**src/rtl/serial_sub_pkg.sv**
```systemverilog
`default_nettype none
// ============================================================================
//  Module      : serial_sub_pkg
//  Description : State encoding and counter-width helper for serial_subtractor.
//  Revision    : 1.0 - initial release
// ============================================================================
package serial_sub_pkg;

    typedef enum logic [1:0] {
        ST_IDLE = 2'd0,
        ST_RUN  = 2'd1,
        ST_DONE = 2'd2
    } state_t;

    // Bit-counter width for an n-bit operand; never narrower than one bit.
    function automatic int cnt_width(input int n);
        return (n < 2) ? 1 : $clog2(n);
    endfunction

endpackage
`default_nettype wire

```
**src/rtl/full_subtractor.sv**
```systemverilog
`default_nettype none
// ============================================================================
//  Module      : full_subtractor
//  Description : Single-bit combinational subtract cell, d = a - b - bi.
//  Revision    : 1.0 - initial release
// ============================================================================
module full_subtractor (
    input  logic a,
    input  logic b,
    input  logic bi,
    output logic d,
    output logic bo
);

    assign d  = a ^ b ^ bi;
    assign bo = (~a & b) | (~(a ^ b) & bi);

endmodule
`default_nettype wire

```
**src/rtl/serial_subtractor.sv**
```systemverilog
`default_nettype none
// ============================================================================
//  Module      : serial_subtractor
//  Description : Bit-serial N-bit subtractor (in0 - in1 - bin), LSB first,
//                start/done handshake. Define SERIAL_SUB_OVF_EN to add ovf.
//  Revision    : 1.0 - initial release
// ============================================================================
module serial_subtractor
    import serial_sub_pkg::*;
#(
    parameter int N = 4
) (
    input  logic         clk,
    input  logic         rst,
    input  logic         start,
    input  logic [N-1:0] in0,
    input  logic [N-1:0] in1,
    input  logic         bin,
    output logic         busy,
    output logic         done,
    output logic [N-1:0] diff,
    output logic         bout
`ifdef SERIAL_SUB_OVF_EN
    ,
    output logic         ovf
`endif
);

    localparam int              c_cnt_w    = cnt_width(N);
    localparam logic [c_cnt_w-1:0] c_cnt_last = c_cnt_w'(N - 1);

    state_t             r_state;
    logic [N-1:0]       r_a;
    logic [N-1:0]       r_b;
    logic [N-2:0]       r_part;
    logic               r_br;
    logic [c_cnt_w-1:0] r_cnt;

    logic               w_d;
    logic               w_bo;
    logic [N-1:0]       w_cat;

    full_subtractor u_cell (
        .a  (r_a[0]),
        .b  (r_b[0]),
        .bi (r_br),
        .d  (w_d),
        .bo (w_bo)
    );

    // Partial result holds the N-1 bits already produced; the current bit
    // completes the word on the final cycle.
    assign w_cat = {w_d, r_part};

`ifdef SERIAL_SUB_OVF_EN
    logic w_ovf;
    // On the final bit r_a[0]/r_b[0] are the captured sign bits.
    assign w_ovf = (r_a[0] ^ r_b[0]) & (w_d ^ r_a[0]);
`endif

    always_ff @(posedge clk) begin
        if (rst) begin
            r_state <= ST_IDLE;
            r_a     <= '0;
            r_b     <= '0;
            r_part  <= '0;
            r_br    <= 1'b0;
            r_cnt   <= '0;
            busy    <= 1'b0;
            done    <= 1'b0;
            diff    <= '0;
            bout    <= 1'b0;
`ifdef SERIAL_SUB_OVF_EN
            ovf     <= 1'b0;
`endif
        end else begin
            case (r_state)
                ST_IDLE: begin
                    done <= 1'b0;
                    if (start) begin
                        r_a     <= in0;
                        r_b     <= in1;
                        r_br    <= bin;
                        r_cnt   <= '0;
                        busy    <= 1'b1;
                        r_state <= ST_RUN;
                    end
                end
                ST_RUN: begin
                    r_a    <= r_a >> 1;
                    r_b    <= r_b >> 1;
                    r_br   <= w_bo;
                    r_part <= w_cat[N-1:1];
                    r_cnt  <= r_cnt + 1'b1;
                    if (r_cnt == c_cnt_last) begin
                        diff    <= w_cat;
                        bout    <= w_bo;
`ifdef SERIAL_SUB_OVF_EN
                        ovf     <= w_ovf;
`endif
                        busy    <= 1'b0;
                        done    <= 1'b1;
                        r_state <= ST_DONE;
                    end
                end
                ST_DONE: begin
                    done    <= 1'b0;
                    r_state <= ST_IDLE;
                end
                default: begin
                    busy    <= 1'b0;
                    done    <= 1'b0;
                    r_state <= ST_IDLE;
                end
            endcase
        end
    end

endmodule
`default_nettype wire
```
**config.mk**
```make
export PLATFORM = sky130hd
export DESIGN_NAME = serial_subtractor
export DESIGN_NICKNAME = d
export VERILOG_FILES = /design/src/rtl/serial_sub_pkg.sv /design/src/rtl/full_subtractor.sv /design/src/rtl/serial_subtractor.sv
export SDC_FILE = /design/constraint.sdc
export NUM_CORES = 1
export LEC_CHECK = 0
export BUFFER_PORTS_ARGS = -buffer_cell sky130_fd_sc_hd__buf_2
export CELL_PAD_IN_SITES_DETAIL_PLACEMENT = 0
export CELL_PAD_IN_SITES_GLOBAL_PLACEMENT = 1
export CORE_ASPECT_RATIO = 0.9
export CORE_UTILIZATION = 36
export CTS_CLUSTER_SIZE = 40
export DETAILED_ROUTE_END_ITERATION = 10
export GPL_ROUTABILITY_DRIVEN = 1
export GPL_TIMING_DRIVEN = 0
export PLACE_DENSITY = 0.69
export SLEW_MARGIN = 5
export SYNTH_ARGS = -nofsm -noshare
export SYNTH_HDL_FRONTEND = slang
export SYNTH_SLANG_ARGS = --single-unit
```
**constraint.sdc**
```tcl
create_clock -name clk -period 1.15 [get_ports clk]
set_input_delay 0.1725 -clock clk [delete_from_list [all_inputs] [get_ports clk]]
set_output_delay 0.1725 -clock clk [all_outputs]
set_load 0.01 [all_outputs]
```
==> impl_metrics.prom, run 1 <==
# TYPE chip_impl_metric gauge
chip_impl_metric{name="critical_path.n_buffers_inverters",unit=""} 1
chip_impl_metric{name="row_count",unit=""} 17
chip_impl_metric{name="synthesized_instance_count",unit=""} 108
chip_impl_metric{name="synthesis.area_per_instance",unit="um2"} 9.477
chip_impl_metric{name="drcViolationCount",unit=""} 0
chip_impl_metric{name="timing.critical_path.slowest_cell_delay",unit="ns"} 0.57
chip_impl_metric{name="netsw",unit="mW"} 0.4033
chip_impl_metric{name="antenna-diode-count",unit=""} 0
chip_impl_metric{name="cap_violations",unit=""} 0
chip_impl_info{name="crit_chain",value="inv_2 > fa_2 > nand3_2 > a21oi_2"} 1
chip_impl_metric{name="power_per_cell_area",unit="nW/um2"} 1135
chip_impl_metric{name="clock.fmax",unit="MHz"} 813.5
chip_impl_metric{name="syn2layout_area_growth",unit="%"} 31.30
chip_impl_metric{name="grt_usage",unit=""} 0.1533
chip_impl_metric{name="clock_power_share",unit=""} 0.245
chip_impl_metric{name="maxSlewHeadroom",unit=""} 0.5947
chip_impl_metric{name="fin_setup_tns",unit="ns"} -0.1232
chip_impl_metric{name="arrival_time_reported_for_the_critical_path_endpoint",unit="ns"} 1.48
chip_impl_info{name="path_class",value="flip-flop to flip-flop"} 1
chip_impl_metric{name="slew_violations",unit=""} 0
chip_impl_metric{name="final_antenna_net_count",unit=""} 0
chip_impl_metric{name="finalSetupViolCount",unit=""} 2
chip_impl_metric{name="min_period_over_period",unit=""} 1.069
chip_impl_info{name="critical-path-slowest-cell",value="sky130_fd_sc_hd__fa_2"} 1
chip_impl_metric{name="seq_area_frac_synth",unit=""} 0.4499
chip_impl_metric{name="floorplan.core_area",unit="um2"} 2574
chip_impl_metric{name="die_x",unit="um"} 58.21
chip_impl_metric{name="pin_slew_with_the_least_headroom_to_its_limit",unit="ns"} 0.6080
chip_impl_metric{name="path_max_fanout",unit=""} 2
chip_impl_metric{name="synth_cell_types",unit=""} 24
chip_impl_info{name="critical_path_startpoint_category",value="flip-flop"} 1
chip_impl_info{name="grt_setup_unrepaired",value="true"} 1
chip_impl_metric{name="cellInternalPower",unit="mW"} 1.122
chip_impl_metric{name="post_place_cell_area",unit="um2"} 1162
chip_impl_metric{name="total_power",unit="mW"} 1.525
chip_impl_metric{name="grt_overflow",unit=""} 0
chip_impl_metric{name="first_global_vias",unit=""} 751
chip_impl_metric{name="drt_first_iter_violations",unit=""} 23
chip_impl_metric{name="port-buffer-count",unit=""} 18
chip_impl_metric{name="worst_ir_drop_vdd",unit="V"} 0.0006670
chip_impl_metric{name="dpl.hpwl",unit="um"} 1451
chip_impl_metric{name="synth.cell_area",unit="um2"} 1023
chip_impl_info{name="ctsRootBufferMaster",value="sky130_fd_sc_hd__clkbuf_4"} 1
chip_impl_metric{name="design.die.area",unit="um2"} 3061
chip_impl_metric{name="fin_worst_skew",unit="ns"} 0.004874
chip_impl_metric{name="pre_cts_ws",unit="ns"} -0.1446
chip_impl_metric{name="numClockSinks",unit=""} 23
chip_impl_metric{name="swShare",unit=""} 0.2644
chip_impl_metric{name="i_o_pin_count",unit=""} 19
chip_impl_metric{name="wire_length_of_the_first_global_routing_pass",unit="um"} 3450
chip_impl_metric{name="drive_above_1_share",unit=""} 0.4526
chip_impl_metric{name="routed_wirelength",unit="um"} 2148
chip_impl_info{name="critPathCaptureType",value="flip-flop"} 1
chip_impl_info{name="tritoncts",value="built"} 1
chip_impl_metric{name="floorplan.die.height",unit="um"} 52.59
chip_impl_metric{name="post-route-cell-area",unit="um2"} 1344
chip_impl_metric{name="ff_latch_area",unit="um2"} 470.5
chip_impl_metric{name="cts_max_path_buffers",unit=""} 2
chip_impl_metric{name="hold_buf_cts",unit=""} 0
chip_impl_metric{name="initial_core_util",unit=""} 0.3977
chip_impl_metric{name="finalWorstPathRequiredPeriod",unit="ns"} 1.229
chip_impl_metric{name="avgViaCountPerCell",unit=""} 4.651
chip_impl_metric{name="final_hold_viol_count",unit=""} 0
chip_impl_metric{name="htreeDepth",unit=""} 1
chip_impl_info{name="worstHoldPathType",value="primary input to flip-flop"} 1
chip_impl_metric{name="routedWlPerCell",unit="um"} 12.27
chip_impl_metric{name="detailroute.via_count",unit=""} 814
chip_impl_metric{name="worstSkewPairLatency",unit="ns"} 0.31
chip_impl_metric{name="comb_power_share",unit=""} 0.186
chip_impl_metric{name="synth.ff_latch_count",unit=""} 23
chip_impl_info{name="critical_path.top_delay_family",value="adder cells"} 1
chip_impl_metric{name="cts_made_buffers",unit=""} 3
chip_impl_metric{name="grt_antenna_before_repair",unit=""} 0
chip_impl_metric{name="finalWeightedCongestion",unit=""} 0.7569
chip_impl_metric{name="cp_data_required_time",unit="ns"} 1.40
chip_impl_info{name="outcome",value="finished with violations"} 1
chip_impl_metric{name="num-nets-final",unit=""} 152
chip_impl_info{name="violations",value="setup timing"} 1
chip_impl_metric{name="worst_slack",unit="ns"} -0.07920
chip_impl_metric{name="static-leakage-power",unit="nW"} 0.5505
chip_impl_metric{name="synth_nets",unit=""} 122
chip_impl_metric{name="drt_pre_antenna_iters",unit=""} 4
chip_impl_metric{name="cts.reportedPaths.clkPinSlew",unit="ns"} 0.12
chip_impl_metric{name="final.fill_count",unit=""} 255
chip_impl_metric{name="grt_start_max_net_pins",unit=""} 13
chip_impl_metric{name="yosysWarningCount",unit=""} 0
chip_impl_metric{name="sequentialPowerShare",unit=""} 0.569
chip_impl_metric{name="multi_input_area",unit="um2"} 540.5
cells in the mapped netlist:
cell type | n | area, um2
sky130_fd_sc_hd__buf_4 | 2 | 15.01
sky130_fd_sc_hd__ha_1 | 1 | 12.51
sky130_fd_sc_hd__fa_1 | 1 | 20.02
sky130_fd_sc_hd__mux2_2 | 1 | 11.26
sky130_fd_sc_hd__dfxtp_1 | 23 | 460.4
sky130_fd_sc_hd__o21ai_0 | 3 | 15.01
sky130_fd_sc_hd__nor2_2 | 3 | 18.77
sky130_fd_sc_hd__a211oi_2 | 4 | 50.05
sky130_fd_sc_hd__buf_6 | 2 | 22.52
sky130_fd_sc_hd__clkbuf_1 | 3 | 11.26
sky130_fd_sc_hd__nand2_1 | 12 | 45.04
sky130_fd_sc_hd__o21ba_4 | 1 | 16.27
sky130_fd_sc_hd__nand3_1 | 4 | 20.02
sky130_fd_sc_hd__o21bai_1 | 1 | 7.510
sky130_fd_sc_hd__inv_1 | 4 | 15.01
sky130_fd_sc_hd__nor2_1 | 9 | 33.78
sky130_fd_sc_hd__a21oi_1 | 12 | 60.06
sky130_fd_sc_hd__nand2b_1 | 1 | 6.260
sky130_fd_sc_hd__buf_12 | 1 | 20.02
sky130_fd_sc_hd__mux2i_1 | 8 | 80.08
sky130_fd_sc_hd__nor3_1 | 4 | 20.02
sky130_fd_sc_hd__nand3b_1 | 3 | 22.52
sky130_fd_sc_hd__a211oi_1 | 3 | 22.52
sky130_fd_sc_hd__and2b_2 | 2 | 17.52
power groups by stage:
stage	Sequential [mW]	Clock, mW	Combinational, mW
floorplan	0.876	0	0.166
global placement	0.879	0	0.219
detailed placement	0.880	0	0.221
CTS	0.864	0.390	0.251
global route	0.873	0.429	0.314
finish	0.868	0.373	0.284
path summary, 6_finish.rpt:
path | start | end | slack, ns | depth (start not counted)
worst max register to register | r_b[0] | diff[3] | -0.08 | 4
worst min register to register | diff[0] | diff[0] | 0.47 | 2
worst max-delay path | r_b[0] | diff[3] | -0.08 | 4
worst min-delay path | rst | r_b[0] | 0.07 | 2
worst register-to-register path, stage by stage (launching register included):
cell,delay [ns]
sky130_fd_sc_hd__dfxtp_2,0.35
sky130_fd_sc_hd__inv_2,0.04
sky130_fd_sc_hd__fa_2,0.57
sky130_fd_sc_hd__nand3_2,0.07
sky130_fd_sc_hd__a21oi_2,0.13
cell usage in the layout (no fill, tap or decap):
cell / instances
sky130_fd_sc_hd__inv_1: 2
sky130_fd_sc_hd__o21ba_4: 1
sky130_fd_sc_hd__buf_16: 1
sky130_fd_sc_hd__mux2i_1: 8
sky130_fd_sc_hd__nor2_4: 2
sky130_fd_sc_hd__nand2b_1: 1
sky130_fd_sc_hd__dfxtp_2: 5
sky130_fd_sc_hd__nand3_1: 3
sky130_fd_sc_hd__dfxtp_4: 1
sky130_fd_sc_hd__a21oi_2: 2
sky130_fd_sc_hd__o21bai_1: 1
sky130_fd_sc_hd__nor2_1: 7
sky130_fd_sc_hd__mux2_4: 1
sky130_fd_sc_hd__o21ai_0: 3
sky130_fd_sc_hd__and2b_2: 2
sky130_fd_sc_hd__dlymetal6s2s_1: 1
sky130_fd_sc_hd__inv_2: 2
sky130_fd_sc_hd__nand2_1: 12
sky130_fd_sc_hd__nand3_2: 1
sky130_fd_sc_hd__nor3_1: 4
sky130_fd_sc_hd__dfxtp_1: 17
sky130_fd_sc_hd__clkbuf_1: 3
sky130_fd_sc_hd__a211oi_2: 7
sky130_fd_sc_hd__nand3b_1: 3
sky130_fd_sc_hd__clkbuf_4: 3
sky130_fd_sc_hd__fa_2: 1
sky130_fd_sc_hd__buf_6: 3
sky130_fd_sc_hd__nor2_2: 3
sky130_fd_sc_hd__buf_12: 1
sky130_fd_sc_hd__buf_4: 7
sky130_fd_sc_hd__ha_4: 1
sky130_fd_sc_hd__a21oi_1: 10
sky130_fd_sc_hd__buf_2: 18
logic make-up (layout without fill, tap and decap cells):
logic type | after synthesis | in the layout | share of synthesized area
and+or+nand+nor | 38 | 38 | 0.1797
adders and majority gates | 2 | 2 | 0.03178
buffers and inverters | 12 | 41 | 0.08190
muxes | 9 | 9 | 0.08924
DFF | 23 | 23 | 0.4499
AOI/OAI and AO/OA | 24 | 24 | 0.1675
sequential cells by signal, indices dropped and copies added, names as in the netlist:
name	flops
r_a	4
busy	1
r_br	1
done	1
diff	4
r_cnt	2
r_b	4
r_state	2
r_part	3
bout	1
what timing repair did:
| item | 4_1_cts | 5_1_grt |
|---|---|---|
| gates cloned | 1 | 0 |
| gates resized for setup | 10 | 18 |
| setup buffers | 5 | 3 |
| pin swaps | 12 | 9 |
| endpoints found under the hold margin | 0 | 0 |
| setup endpoints to repair | 9 | 15 |
through the flow:
step	cells	utilization	hold slack (ns)
2_1_floorplan	108	-	0.2371
3_3_place_gp	164	0.4516	0.4054
3_5_place_dp	164	0.4516	0.4088
4_1_cts	173	0.4895	0.05535
5_1_grt	175	0.5221	0.04566
6_report	175	0.5221	0.06919
layout make-up:
cell class,instances,area share
Multi-Input combinational cell,73,0.4022
Sequential cell,23,0.3501
Timing Repair Buffer,27,0.1387
Buffer,6,0.04283
Tap cell,38,0.03538
Clock buffer,4,0.01955
Inverter,4,0.01117
metal layers:
metal	vias to the layer above	wire (um)	GRT usage
li1	426	-	-
met1	372	1058	0.2009
met2	14	989	0.2433
met3	2	85	0.05185
met4	0	14	0.03571
met5	-	0	0
Power figures use the tool's default switching activity.
==> inputs of run 2 (changes only) <==
--- a/config.mk
+++ b/config.mk
@@ -9,7 +9,7 @@
 export CELL_PAD_IN_SITES_DETAIL_PLACEMENT = 0
 export CELL_PAD_IN_SITES_GLOBAL_PLACEMENT = 1
 export CORE_ASPECT_RATIO = 0.9
-export CORE_UTILIZATION = 36
+export CORE_UTILIZATION = 35
 export CTS_CLUSTER_SIZE = 40
 export DETAILED_ROUTE_END_ITERATION = 10
 export GPL_ROUTABILITY_DRIVEN = 1
@@ -18,4 +18,5 @@
 export SLEW_MARGIN = 5
 export SYNTH_ARGS = -nofsm -noshare
 export SYNTH_HDL_FRONTEND = slang
+export SYNTH_HIERARCHICAL = 1
 export SYNTH_SLANG_ARGS = --single-unit
==> impl_metrics.prom, run 2 <==
# TYPE chip_impl_metric gauge
chip_impl_metric{name="numClockSinks",unit=""} 23
chip_impl_info{name="outcome",value="finished with violations"} 1
chip_impl_metric{name="final.fill_count",unit=""} 264
chip_impl_metric{name="dpl.hpwl",unit="um"} 1302
chip_impl_metric{name="wire_length_of_the_first_global_routing_pass",unit="um"} 3305
chip_impl_metric{name="synth.ff_latch_count",unit=""} 23
chip_impl_info{name="synthMostInstantiatedCell",value="sky130_fd_sc_hd__dfxtp_1"} 1
chip_impl_metric{name="fin_worst_skew",unit="ns"} 0.008805
chip_impl_metric{name="synthesis.area_per_instance",unit="um2"} 9.123
chip_impl_metric{name="die_x",unit="um"} 56.62
chip_impl_metric{name="pin_slew_with_the_least_headroom_to_its_limit",unit="ns"} 0.5321
chip_impl_metric{name="final_hold_viol_count",unit=""} 0
chip_impl_metric{name="cts_max_path_buffers",unit=""} 2
chip_impl_metric{name="finalWeightedCongestion",unit=""} 0.6911
chip_impl_info{name="worstHoldPathType",value="primary input to flip-flop"} 1
chip_impl_info{name="critical_path_startpoint_category",value="flip-flop"} 1
chip_impl_info{name="critical-path-slowest-cell",value="sky130_fd_sc_hd__fa_1"} 1
chip_impl_metric{name="finalSetupViolCount",unit=""} 2
chip_impl_metric{name="static-leakage-power",unit="nW"} 0.4968
chip_impl_metric{name="ff_latch_area",unit="um2"} 471.7
chip_impl_metric{name="power_per_cell_area",unit="nW/um2"} 1206
chip_impl_metric{name="first_global_vias",unit=""} 768
chip_impl_metric{name="timing.critical_path.slowest_cell_delay",unit="ns"} 0.58
chip_impl_info{name="critPathCaptureType",value="flip-flop"} 1
chip_impl_metric{name="worst_slack",unit="ns"} -0.03768
chip_impl_metric{name="cts_made_buffers",unit=""} 3
chip_impl_metric{name="setup.reg_to_reg.worst_slack",unit="ns"} -0.04
chip_impl_info{name="synthFlopType",value="sky130_fd_sc_hd__dfxtp_1"} 1
chip_impl_info{name="largestRegisters",value="diff: 4 flops, r_a: 4 flops, r_b: 4 flops"} 1
chip_impl_info{name="rr_endpoint",value="diff[3]"} 1
chip_impl_metric{name="detailroute.via_count",unit=""} 783
chip_impl_metric{name="multi_input_area",unit="um2"} 470.5
chip_impl_metric{name="port-buffer-count",unit=""} 18
chip_impl_metric{name="synth_cell_types",unit=""} 22
chip_impl_metric{name="grt_overflow",unit=""} 0
chip_impl_metric{name="synth.cell_area",unit="um2"} 939.7
chip_impl_metric{name="slew_violations",unit=""} 0
chip_impl_metric{name="finalWorstPathRequiredPeriod",unit="ns"} 1.188
chip_impl_metric{name="path_max_fanout",unit=""} 2
chip_impl_metric{name="async_flop_share",unit=""} 0
chip_impl_info{name="final_common_cell",value="sky130_fd_sc_hd__buf_2"} 1
chip_impl_metric{name="antenna-diode-count",unit=""} 0
chip_impl_metric{name="post-route-cell-area",unit="um2"} 1204
chip_impl_metric{name="worst_ir_drop_vdd",unit="V"} 0.0008330
chip_impl_metric{name="grt_usage",unit=""} 0.1524
chip_impl_info{name="timing.hold.worst.start",value="rst"} 1
chip_impl_info{name="violations",value="setup timing"} 1
chip_impl_metric{name="cap_violations",unit=""} 0
chip_impl_metric{name="row_count",unit=""} 17
chip_impl_info{name="synthTopCellsByArea",value="sky130_fd_sc_hd__dfxtp_1 (49%), sky130_fd_sc_hd__mux2i_1 (9.6%), sky130_fd_sc_hd__a211oi_1 (5.6%)"} 1
chip_impl_metric{name="clock.fmax",unit="MHz"} 842.0
chip_impl_metric{name="synthesized_instance_count",unit=""} 103
chip_impl_metric{name="htreeDepth",unit=""} 1
chip_impl_info{name="ctsRootBufferMaster",value="sky130_fd_sc_hd__clkbuf_4"} 1
chip_impl_info{name="r2r_start",value="r_a[0]"} 1
chip_impl_metric{name="cp_data_required_time",unit="ns"} 1.40
chip_impl_metric{name="initial_core_util",unit=""} 0.3776
chip_impl_metric{name="synth-edff-count",unit=""} 0
chip_impl_metric{name="floorplan.core_area",unit="um2"} 2489
chip_impl_metric{name="worst_hold_path.num_cells",unit=""} 2
chip_impl_metric{name="min_period_over_period",unit=""} 1.033
chip_impl_info{name="min_delay_worst_endpoint",value="r_b[0]"} 1
chip_impl_metric{name="num-nets-final",unit=""} 145
chip_impl_metric{name="grt_start_max_net_pins",unit=""} 14
chip_impl_metric{name="worstSkewPairLatency",unit="ns"} 0.31
chip_impl_metric{name="avgViaCountPerCell",unit=""} 4.956
chip_impl_metric{name="arrival_time_reported_for_the_critical_path_endpoint",unit="ns"} 1.44
chip_impl_metric{name="design.die.area",unit="um2"} 2896
chip_impl_metric{name="syn2layout_area_growth",unit="%"} 28.10
chip_impl_metric{name="floorplan.die.height",unit="um"} 51.16
chip_impl_info{name="tritoncts",value="built"} 1
chip_impl_info{name="path_class",value="flip-flop to flip-flop"} 1
chip_impl_metric{name="synth_nets",unit=""} 117
chip_impl_metric{name="post_place_cell_area",unit="um2"} 1066
chip_impl_metric{name="pre_cts_ws",unit="ns"} -0.1152
chip_impl_metric{name="drcViolationCount",unit=""} 0
chip_impl_metric{name="drive_above_1_share",unit=""} 0.3846
chip_impl_metric{name="yosysWarningCount",unit=""} 6
chip_impl_metric{name="drt_first_iter_violations",unit=""} 15
chip_impl_metric{name="worst_r2r_path_depth",unit=""} 3
chip_impl_metric{name="maxSlewHeadroom",unit=""} 0.6453
chip_impl_info{name="grt_setup_unrepaired",value="true"} 1
chip_impl_metric{name="seq_area_frac_synth",unit=""} 0.4900
chip_impl_metric{name="grt_antenna_before_repair",unit=""} 0
chip_impl_metric{name="hold_buf_cts",unit=""} 0
chip_impl_info{name="mostFrequentLayoutCells",value="sky130_fd_sc_hd__buf_2 (18), sky130_fd_sc_hd__dfxtp_1 (16), sky130_fd_sc_hd__nor2_1 (13)"} 1
chip_impl_info{name="synthDominantAreaCellType",value="sky130_fd_sc_hd__dfxtp_1"} 1
chip_impl_metric{name="routed_wirelength",unit="um"} 1863
chip_impl_info{name="most_frequent_cells_after_synthesis",value="sky130_fd_sc_hd__dfxtp_1 (23), sky130_fd_sc_hd__nor2_1 (13), sky130_fd_sc_hd__nand2_1 (11), sky130_fd_sc_hd__a21oi_1 (9), sky130_fd_sc_hd__mux2i_1 (9)"} 1
chip_impl_metric{name="cts.reportedPaths.clkPinSlew",unit="ns"} 0.13
chip_impl_info{name="crit_chain",value="fa_1 > nand3_1 > a21oi_1"} 1
chip_impl_metric{name="synth_top_area_share",unit=""} 0.4900
chip_impl_metric{name="routedWlPerCell",unit="um"} 11.79
chip_impl_metric{name="drt_pre_antenna_iters",unit=""} 4
chip_impl_metric{name="i_o_pin_count",unit=""} 19
chip_impl_metric{name="final_antenna_net_count",unit=""} 0
-- run 2: changes by cell type after synthesis, moves of 2 or more --
cell                       before  now
sky130_fd_sc_hd__a211oi_1       3    7
sky130_fd_sc_hd__a211oi_2       4    0
sky130_fd_sc_hd__nor2_1         9   13
sky130_fd_sc_hd__a21oi_1       12    9
sky130_fd_sc_hd__a22oi_1        0    3
sky130_fd_sc_hd__nor2_2         3    0
sky130_fd_sc_hd__nand3b_1       3    1
sky130_fd_sc_hd__o21ai_0        3    1
-- run 2: area by class of cell --
class	count	area share
clock inverter	1	0.004158
tap	28	0.02911
multi-input combinational	69	0.3909
inverter	4	0.01247
buffer	6	0.04054
sequential	23	0.3919
clock buffer	3	0.01871
timing repair buffer	24	0.1123
-- run 2: critical path, delay by kind of cell, from the launching register on --
| kind | cells | cell delay, ns |
|---|---|---|
| compound gates | 1 | 0.11 |
| flops | 1 | 0.36 |
| fa+ha+maj | 1 | 0.58 |
| simple gates | 1 | 0.08 |
-- run 2: through the flow --
stage                     power (mW)  setup TNS [ns]  hold slack (ns)    util  cells
after global placement         1.052         -0.4589           0.3983  0.4284    149
final                          1.452        -0.04873          0.05502  0.4837    158
after global routing           1.534         -0.2782          0.05627  0.4837    158
after CTS                      1.445        -0.04279          0.04625  0.4560    155
after floorplan               0.9985               0           0.2453       -    103
after detailed placement       1.057         -0.6487           0.4075  0.4284    149
-- run 2: metal layers --
| layer | wire (um) | global-route usage | vias up | share of wire |
|---|---|---|---|---|
| met5 | 0 | 0 | - | 0 |
| met4 | 16 | 0.04878 | 0 | 0.0086 |
| met3 | 65 | 0.05316 | 2 | 0.035 |
| met2 | 908 | 0.2647 | 14 | 0.49 |
| met1 | 872 | 0.1758 | 360 | 0.47 |
| li1 | - | - | 407 | - |
-- run 2: how the worst max path moves through the flow --
stage                     depth (start not counted)  slack [ns]  startpoint  endpoint
after global placement                            5       -0.08    r_cnt[0]   diff[0]
final                                             3       -0.04      r_a[0]   diff[3]
after CTS                                         3       -0.03      r_a[0]   diff[3]
after global routing                              4       -0.09        r_br   diff[3]
after floorplan                                   4        0.06      r_b[0]   diff[3]
after detailed placement                          5       -0.12    r_cnt[0]   diff[1]
-- run 2: cells by family after synthesis --
kind of cell / count (synthesis) / share of synthesized area
adder cells (fa/ha/maj): 2 / 0.03462
buffers and inverters: 11 / 0.06124
AO/OA/AOI/OAI: 21 / 0.1411
multiplexers: 9 / 0.09588
flip-flops: 23 / 0.4900
AND/OR/NAND/NOR: 37 / 0.1771
-- run 2: what timing repair did --
action                     in CTS  in global routing
setup endpoints to repair      17                 17
resized for setup              13                 12
pin swaps                       6                  8
setup buffers                   2                  4
-- run 2: where the power goes --
part,switching [mW],internal (mW)
logic,0.108,0.110
registers,0.0267,0.836
clock network,0.242,0.130
total,0.376,1.08
==> inputs of run 3 (changes only) <==
--- a/config.mk
+++ b/config.mk
@@ -8,7 +8,7 @@
 export BUFFER_PORTS_ARGS = -buffer_cell sky130_fd_sc_hd__buf_2
 export CELL_PAD_IN_SITES_DETAIL_PLACEMENT = 0
 export CELL_PAD_IN_SITES_GLOBAL_PLACEMENT = 1
-export CORE_ASPECT_RATIO = 0.9
+export CORE_ASPECT_RATIO = 1.25
 export CORE_UTILIZATION = 35
 export CTS_CLUSTER_SIZE = 40
 export DETAILED_ROUTE_END_ITERATION = 10
==> impl_metrics.prom, run 3 (synthesized netlist as in run 2, its figures left out) <==
# TYPE chip_impl_metric gauge
chip_impl_info{name="outcome",value="finished with violations"} 1
chip_impl_info{name="violations",value="setup timing"} 1
chip_impl_metric{name="fin_worst_skew",unit="ns"} 0.01201
chip_impl_metric{name="cts_max_path_buffers",unit=""} 2
chip_impl_metric{name="final_instance_count_excl_fillers",unit=""} 160
chip_impl_metric{name="timing.critical_path.slowest_cell_delay",unit="ns"} 0.53
chip_impl_metric{name="wire_length_of_the_first_global_routing_pass",unit="um"} 3125
chip_impl_info{name="final_common_cell",value="sky130_fd_sc_hd__buf_2"} 1
chip_impl_metric{name="grt_start_max_net_pins",unit=""} 14
chip_impl_metric{name="drt_pre_antenna_iters",unit=""} 3
chip_impl_metric{name="final_hold_viol_count",unit=""} 0
chip_impl_metric{name="worst_r2r_path_depth",unit=""} 4
chip_impl_metric{name="finalWorstPathRequiredPeriod",unit="ns"} 1.174
chip_impl_metric{name="detailroute.via_count",unit=""} 773
chip_impl_metric{name="numClockSinks",unit=""} 23
chip_impl_metric{name="dpl.hpwl",unit="um"} 1316
chip_impl_metric{name="setup.reg_to_reg.worst_slack",unit="ns"} -0.02
chip_impl_metric{name="cts.reportedPaths.clkPinSlew",unit="ns"} 0.13
chip_impl_metric{name="path_max_fanout",unit=""} 2
chip_impl_metric{name="maxSlewHeadroom",unit=""} 0.6894
chip_impl_info{name="timing.hold.worst.start",value="rst"} 1
chip_impl_metric{name="i_o_pin_count",unit=""} 19
chip_impl_metric{name="grt_antenna_before_repair",unit=""} 0
chip_impl_metric{name="port-buffer-count",unit=""} 18
chip_impl_metric{name="routedWlPerCell",unit="um"} 11.32
chip_impl_metric{name="netsw",unit="mW"} 0.3758
chip_impl_metric{name="floorplan.core_area",unit="um2"} 2477
chip_impl_info{name="r2r_start",value="r_br"} 1
chip_impl_metric{name="grt_usage",unit=""} 0.1457
chip_impl_metric{name="routed_wirelength",unit="um"} 1811
chip_impl_metric{name="comb_power_share",unit=""} 0.136
chip_impl_info{name="crit_chain",value="inv_2 > fa_2 > nand3_1 > a21oi_2"} 1
chip_impl_metric{name="htreeDepth",unit=""} 1
chip_impl_metric{name="clock.fmax",unit="MHz"} 851.8
chip_impl_info{name="critPathCaptureType",value="flip-flop"} 1
chip_impl_metric{name="worst_hold_path.num_cells",unit=""} 2
chip_impl_info{name="worstHoldPathType",value="primary input to flip-flop"} 1
chip_impl_metric{name="drt_first_iter_violations",unit=""} 11
chip_impl_metric{name="cts_made_buffers",unit=""} 3
chip_impl_metric{name="total_power",unit="mW"} 1.437
chip_impl_info{name="rr_endpoint",value="diff[3]"} 1
chip_impl_metric{name="drive_above_1_share",unit=""} 0.3465
chip_impl_metric{name="initial_core_util",unit=""} 0.3793
chip_impl_info{name="tritoncts",value="built"} 1
chip_impl_metric{name="pin_slew_with_the_least_headroom_to_its_limit",unit="ns"} 0.4659
chip_impl_info{name="critical_path_startpoint_category",value="flip-flop"} 1
chip_impl_info{name="largestRegisters",value="diff: 4 flops, r_a: 4 flops, r_b: 4 flops"} 1
chip_impl_metric{name="finalWeightedCongestion",unit=""} 0.6860
chip_impl_metric{name="design.die.area",unit="um2"} 2897
chip_impl_metric{name="min_period_over_period",unit=""} 1.021
chip_impl_metric{name="cp_data_required_time",unit="ns"} 1.42
chip_impl_metric{name="worstSkewPairLatency",unit="ns"} 0.32
chip_impl_metric{name="worst_slack",unit="ns"} -0.02402
chip_impl_info{name="mostFrequentLayoutCells",value="sky130_fd_sc_hd__buf_2 (18), sky130_fd_sc_hd__dfxtp_1 (16), sky130_fd_sc_hd__nor2_1 (13)"} 1
chip_impl_metric{name="row_count",unit=""} 20
chip_impl_info{name="ctsRootBufferMaster",value="sky130_fd_sc_hd__clkbuf_4"} 1
chip_impl_metric{name="swShare",unit=""} 0.2616
chip_impl_metric{name="final_antenna_net_count",unit=""} 0
chip_impl_metric{name="cellInternalPower",unit="mW"} 1.061
chip_impl_metric{name="cap_violations",unit=""} 0
chip_impl_metric{name="clock_power_share",unit=""} 0.264
chip_impl_info{name="path_class",value="flip-flop to flip-flop"} 1
chip_impl_metric{name="final.fill_count",unit=""} 270
chip_impl_metric{name="antenna-diode-count",unit=""} 0
chip_impl_metric{name="die_x",unit="um"} 48.35
chip_impl_metric{name="power_per_cell_area",unit="nW/um2"} 1238
chip_impl_info{name="critical-path-slowest-cell",value="sky130_fd_sc_hd__fa_2"} 1
chip_impl_metric{name="num-nets-final",unit=""} 142
chip_impl_metric{name="drcViolationCount",unit=""} 0
chip_impl_metric{name="static-leakage-power",unit="nW"} 0.4810
chip_impl_info{name="grt_setup_unrepaired",value="true"} 1
chip_impl_metric{name="place.detailed.instances",unit=""} 154
chip_impl_metric{name="arrival_time_reported_for_the_critical_path_endpoint",unit="ns"} 1.44
chip_impl_info{name="min_delay_worst_endpoint",value="r_b[1]"} 1
chip_impl_metric{name="avgViaCountPerCell",unit=""} 4.831
chip_impl_metric{name="slew_violations",unit=""} 0
chip_impl_metric{name="finalSetupViolCount",unit=""} 2
chip_impl_metric{name="grt_overflow",unit=""} 0
chip_impl_metric{name="worst_ir_drop_vdd",unit="V"} 0.0006017
chip_impl_metric{name="syn2layout_area_growth",unit="%"} 23.57
chip_impl_metric{name="floorplan.die.height",unit="um"} 59.93
chip_impl_metric{name="first_global_vias",unit=""} 711
chip_impl_metric{name="sequentialPowerShare",unit=""} 0.601
## run 3: metal layers
metal	track usage	share of wire
met2	0.2616	0.49
met1	0.1599	0.45
met5	0	0
met3	0.02290	0.025
met4	0.1008	0.025
## run 3: worst max-delay path by stage
stage	to	startpoint	slack, ns
final	diff[3]	r_br	-0.02
after global routing	diff[3]	r_br	-0.09
after CTS	diff[3]	r_br	-0.02
after detailed placement	diff[1]	r_cnt[0]	-0.1
after global placement	diff[3]	r_cnt[0]	-0.08
after floorplan	diff[3]	r_b[0]	0.06
## run 3: critical path: cells and delay by family (launching register included)
kind | cells | cell delay [ns]
simple gates | 1 | 0.08
buf+inv | 1 | 0.04
compound gates | 1 | 0.11
flops | 1 | 0.36
fa+ha+maj | 1 | 0.53
## run 3: timing repair
item	in CTS	in global routing
gates resized for setup	12	10
pin swaps	4	3
endpoints found under the hold margin	0	0
setup endpoints to repair	16	17
hold buffers	0	0
buffers inserted	3	0
## run 3: layout make-up
class | instances | area [um2] | area share
Buffer | 6 | 45.04 | 0.03879
Clock buffer | 3 | 22.52 | 0.01940
Clock inverter | 1 | 5.005 | 0.004310
Inverter | 4 | 15.01 | 0.01293
Multi-Input combinational cell | 69 | 445.4 | 0.3836
Sequential cell | 23 | 474.2 | 0.4084
Tap cell | 33 | 41.29 | 0.03556
Timing Repair Buffer | 21 | 112.6 | 0.09698
## run 3: through the flow
| stage | setup slack (ns) | setup TNS (ns) | hold WS, ns | area (um2) | util |
|---|---|---|---|---|---|
| floorplan | 0.05618 | 0 | 0.2453 | 940.9 | - |
| global placement | -0.08102 | -0.4070 | 0.4160 | 1072 | 0.4328 |
| CTS | -0.02314 | -0.04345 | 0.05038 | 1141 | 0.4606 |
| detailed placement | -0.09586 | -0.5512 | 0.4184 | 1072 | 0.4328 |
| finish | -0.02402 | -0.04692 | 0.06368 | 1161 | 0.4687 |
| global route | -0.09316 | -0.2965 | 0.04567 | 1161 | 0.4687 |
## run 3: power by group through the flow
stage	Sequential (mW)	Clock, mW	Combinational (mW)
6_report	0.863	0.379	0.195
5_1_grt	0.869	0.436	0.223
4_1_cts	0.865	0.403	0.192
3_5_place_dp	0.879	0	0.177
3_3_place_gp	0.877	0	0.174
2_1_floorplan	0.874	0	0.124
